==> config.mk <==
export PLATFORM = sky130hd
export DESIGN_NAME = serial_subtractor_n
export DESIGN_NICKNAME = d
export VERILOG_FILES = /design/src/rtl/serial_subtractor_n.sv
export SDC_FILE = /design/constraint.sdc
export NUM_CORES = 1
export LEC_CHECK = 0
export CAP_MARGIN = 20
export CORE_AREA = 2 2 62 64
export DETAILED_ROUTE_END_ITERATION = 6
export DIE_AREA = 0 0 64 66
export PLACE_DENSITY = 0.7
export SLEW_MARGIN = 20
export SYNTH_ARGS = -nofsm -noshare
export SYNTH_HDL_FRONTEND = slang
export SYNTH_SLANG_ARGS = --single-unit
==> constraint.sdc <==
create_clock -name clk -period 1.4 [get_ports clk]
set_input_delay 0.28 -clock clk [delete_from_list [all_inputs] [get_ports clk]]
set_output_delay 0.28 -clock clk [all_outputs]
set_load 0.05 [all_outputs]
==> src/rtl/serial_subtractor_n.sv <==
// serial_subtractor_n: multi-cycle ripple-borrow subtractor, S = A - B - Cin, DIGIT bits per clock
// Ports: clk, rst_n (async active-low); in_valid/in_ready accept A, B, Cin;
//        out_valid/out_ready hand off S (difference), Cout (unsigned borrow-out), Ovf (signed overflow).
// Define SERIAL_SUB_OVERFLOW_EN to build the overflow flag; otherwise Ovf is tied to 0.
module serial_subtractor_n #(
  parameter int WIDTH = 8,
  parameter int DIGIT = 1
) (
  input  logic             clk,
  input  logic             rst_n,
  input  logic             in_valid,
  output logic             in_ready,
  input  logic [WIDTH-1:0] A,
  input  logic [WIDTH-1:0] B,
  input  logic             Cin,
  output logic             out_valid,
  input  logic             out_ready,
  output logic [WIDTH-1:0] S,
  output logic             Cout,
  output logic             Ovf
);
  localparam int N = WIDTH / DIGIT;
  localparam int KW = N > 1 ? $clog2(N) : 1;
  localparam logic [1:0] IDLE = 2'd0, RUN = 2'd1, DONE = 2'd2;
  generate
    if (WIDTH < 2 || DIGIT < 1 || (WIDTH % DIGIT) != 0) begin : g_bad_cfg
      $error("serial_subtractor_n: WIDTH must be >= 2 and a multiple of DIGIT");
    end
  endgenerate
  logic [1:0] state;
  logic [KW-1:0] k;
  logic [WIDTH-1:0] a_r, b_r;
  logic br;
  logic [DIGIT:0] diff;
  logic [WIDTH+DIGIT-1:0] s_cat;
  logic last;
  // Operands shift right so the current slice is always the low DIGIT bits;
  // the top bit of the (DIGIT+1)-bit difference is the slice borrow-out.
  assign diff = {1'b0, a_r[DIGIT-1:0]} - {1'b0, b_r[DIGIT-1:0]} - {{DIGIT{1'b0}}, br};
  // Difference slices enter S from the top, landing in place after N steps.
  assign s_cat = {diff[DIGIT-1:0], S};
  assign last = k == KW'(N - 1);
  assign in_ready = state == IDLE;
  assign out_valid = state == DONE;
  always_ff @(posedge clk or negedge rst_n) begin
    if (!rst_n) begin
      state <= IDLE;
      k <= '0;
      a_r <= '0;
      b_r <= '0;
      br <= 1'b0;
      S <= '0;
      Cout <= 1'b0;
    end else if (state == IDLE) begin
      if (in_valid) begin
        a_r <= A;
        b_r <= B;
        br <= Cin;
        S <= '0;
        k <= '0;
        state <= RUN;
      end
    end else if (state == RUN) begin
      a_r <= a_r >> DIGIT;
      b_r <= b_r >> DIGIT;
      br <= diff[DIGIT];
      S <= s_cat[WIDTH+DIGIT-1:DIGIT];
      k <= k + 1'b1;
      if (last) begin
        Cout <= diff[DIGIT];
        state <= DONE;
      end
    end else if (state == DONE) begin
      if (out_ready) state <= IDLE;
    end else begin
      state <= IDLE;
    end
  end
`ifdef SERIAL_SUB_OVERFLOW_EN
  logic sa, sb;
  // Differing operand signs plus a result sign that departs from A's means overflow;
  // the result sign is the top bit of the final slice.
  always_ff @(posedge clk or negedge rst_n) begin
    if (!rst_n) begin
      sa <= 1'b0;
      sb <= 1'b0;
      Ovf <= 1'b0;
    end else if (state == IDLE && in_valid) begin
      sa <= A[WIDTH-1];
      sb <= B[WIDTH-1];
    end else if (state == RUN && last) begin
      Ovf <= (sa ^ sb) & (diff[DIGIT-1] ^ sa);
    end
  end
`else
  assign Ovf = 1'b0;
`endif
endmodule

==> results.sh <==
export IMPL_status="finished with violations"
export IMPL_violations="negative setup slack"
export IMPL_cts_sinks=31
export IMPL_synth_seq_area_share_pct=56.1
export IMPL_ys_ff_latch=31
export IMPL_finalSetupViolCount=2
export IMPL_clock_root_buffer="clkbuf_4"
export IMPL_grt_ovfl_total=0
export IMPL_multi_input_area_sq_um=538
export IMPL_grt_pass1_vias=1125
export IMPL_ioPinCount=33
export IMPL_remaining_drc_errors=0
export IMPL_final_cell_mix="29 x dfrtp_1, 20 x clkdlybuf4s50_1, 14 x o22ai_1, 13 x buf_4, 12 x buf_12"
export IMPL_ir_worst_vdd_mv=1.03
export IMPL_io_buffer_count=31
export IMPL_powerDensity_nw_per_um2=2290
export IMPL_clk_path_buf_depth=2
export IMPL_wirelength_mm=3.09
export IMPL_crit_arrival_ps=1160
export IMPL_cap_violations=0
export IMPL_slew_viol_final=0
export IMPL_final_common_cell="dfrtp_1"
export IMPL_final_util_pct=56.1
export IMPL_area_growth_pct=43.9
export IMPL_busiest_layer="met2"
export IMPL_die_area_sq_um=4220
export IMPL_period_needed_ps=1440
export IMPL_fin_crit_sh_pct=103
export IMPL_grt_util_met1_pct=19.8
export IMPL_insertion_delay_ps=340
export IMPL_antenna_found_initial=0
export IMPL_synth_cells=121
export IMPL_synth_cell_area_sq_um=1380
export IMPL_grt_use_met3_pct=6.47
export IMPL_ant_nets=0
export IMPL_synth_top_area_share_pct=56.1
export IMPL_n_antenna_cell=0
export IMPL_critPathLaunch="state[0]"
export IMPL_htree_levels=2
export IMPL_tns_ps=-39.6
export IMPL_cp_max_fo=4
export IMPL_crit_type="reg -> out"
export IMPL_cts_clk_slew_worst_paths_ps=90
export IMPL_yosysWarnings=0
export IMPL_synth_top_area_cell="dfrtp_1"
export IMPL_wl_per_cell_um=14.5
export IMPL_cts_tree="done"
export IMPL_drt_iter0_drc=33
export IMPL_rsz0062_at_grt="yes"
export IMPL_rr_worst_depth=3
export IMPL_place_gp_congestion=0.814
export IMPL_vias=1137
export IMPL_synth_area_leaders="dfrtp_1 56%, a22o_1 6.3%, o22ai_1 6.3%"
export IMPL_setup_slack_ps=-37.9
export IMPL_p_total_w=0.00455
export IMPL_hold_path_class="in -> async"
export IMPL_fin_worst_skew_ps=6.33
export IMPL_die_h_um=66
export IMPL_cts_buffers=5
export IMPL_worstPathRequired_ps=1120
export IMPL_syn_nets=145
export IMPL_p_leak_nw=0.856
export IMPL_hold_violations=0
export IMPL_dp_hpwl_mm=2.18
export IMPL_rows=22
export IMPL_die_w_um=64
export IMPL_grt_use_met2_pct=26.8
export IMPL_regArea_sq_um=778
export IMPL_crit_chain="buf_6 -> nor2_4 -> buf_12"
export IMPL_routed_via_density=5.34
export IMPL_timing_fmax_ghz=0.695
export IMPL_finalNetCount=188
export IMPL_start_util_pct=39.0
export IMPL_end_kind="output pin"
export IMPL_critPathLaunchType="register"
export IMPL_dp_slack_ps=-89.3
export IMPL_drive_gt1_share_pct=27.3
export IMPL_critical_path_max_stage_delay_ps=460
export IMPL_r2r_start="state[1]"
export IMPL_synthDistinctLibCells=28
export IMPL_avgSynthCellArea_sq_um=11.4
export IMPL_dr_pass1_iters=4
export IMPL_slowest_stage="dfrtp_2"
export IMPL_coreArea_sq_um=3550
export IMPL_grt_pass1_wl_mm=5.29
export IMPL_fill_cells=312
export IMPL_track_usage_pct=16.7
export IMPL_grt_start_max_net_pins=32
layout make-up:
cell class                      count  area share, %
Timing Repair Buffer               46           27.6
Sequential cell                    31           39.1
Clock buffer                        7           2.26
Inverter                            4          0.754
Clock inverter                      1          0.251
Tap cell                           48           3.02
Multi-Input combinational cell     76           27.0
power by group:
part	internal (W)	switching, W	total (W)
logic	0.00124	0.00118	0.00242
registers	0.00130	0.000336	0.00164
clock network	0.000195	0.000303	0.000498
timing repair:
action	CTS	global route
setup endpoints to repair	2	9
setup buffers	4	1
pin swaps	2	1
hold buffers	0	0
resized for setup	4	2
cell usage after synthesis:
cell,count
dfrtp_1,31
o22ai_1,14
a21oi_1,11
a22o_1,10
nor2_1,10
buf_2,4
buf_4,4
nand2b_1,4
nand3b_1,4
inv_1,3
nand2_1,3
o21ai_0,3
o221a_2,3
buf_6,2
ha_1,2
a222oi_1,1
a22oi_1,1
a32o_1,1
and2b_1,1
conb_1,1
fa_1,1
inv_2,1
nor2_2,1
nor2b_1,1
o21ai_1,1
o21ba_2,1
o21bai_4,1
o31ai_1,1
metal layers:
layer | part of all wire [%] | vias to the layer above
met1 | 44 | 562
met4 | 1.7 | 0
met3 | 6.2 | 7
met2 | 48 | 39
met5 | 0 | -
li1 | - | 529
final timing paths:
check	to	slack, ps
min reg2reg	k[0]	500
min in group clk	state[1]	490
min	S[3]	310
max in group asynchronous	state[0]	920
max	out_valid	-40
max reg2reg	a_r[6]	70
kinds of logic after synthesis:
group           Yosys count  share of synthesized area [%]
compound gates           48                           25.1
other cells               1                          0.271
flops                    31                           56.1
fa+ha+maj                 3                           3.25
buf+inv                  14                           6.33
simple gates             24                           8.95
through the flow:
stage	instances	cell area [sq um]	hold slack, ps
floorplan	121	1390	-15.6
global placement	200	1890	486
detailed placement	200	1890	492
CTS	212	1980	309
global route	213	1990	304
finish	213	1990	308
registers in the layout (all words and copies together), names as in the netlist:
register,flops
b_r,8
S,8
a_r,8
state,2
Cout,1
br,1
k,3
critical path, delay by kind of cell (launching register included):
family | cells | cell delay, ps
buf+inv | 2 | 280
flops | 1 | 460
simple gates | 1 | 90
Power figures use the tool's default switching activity.
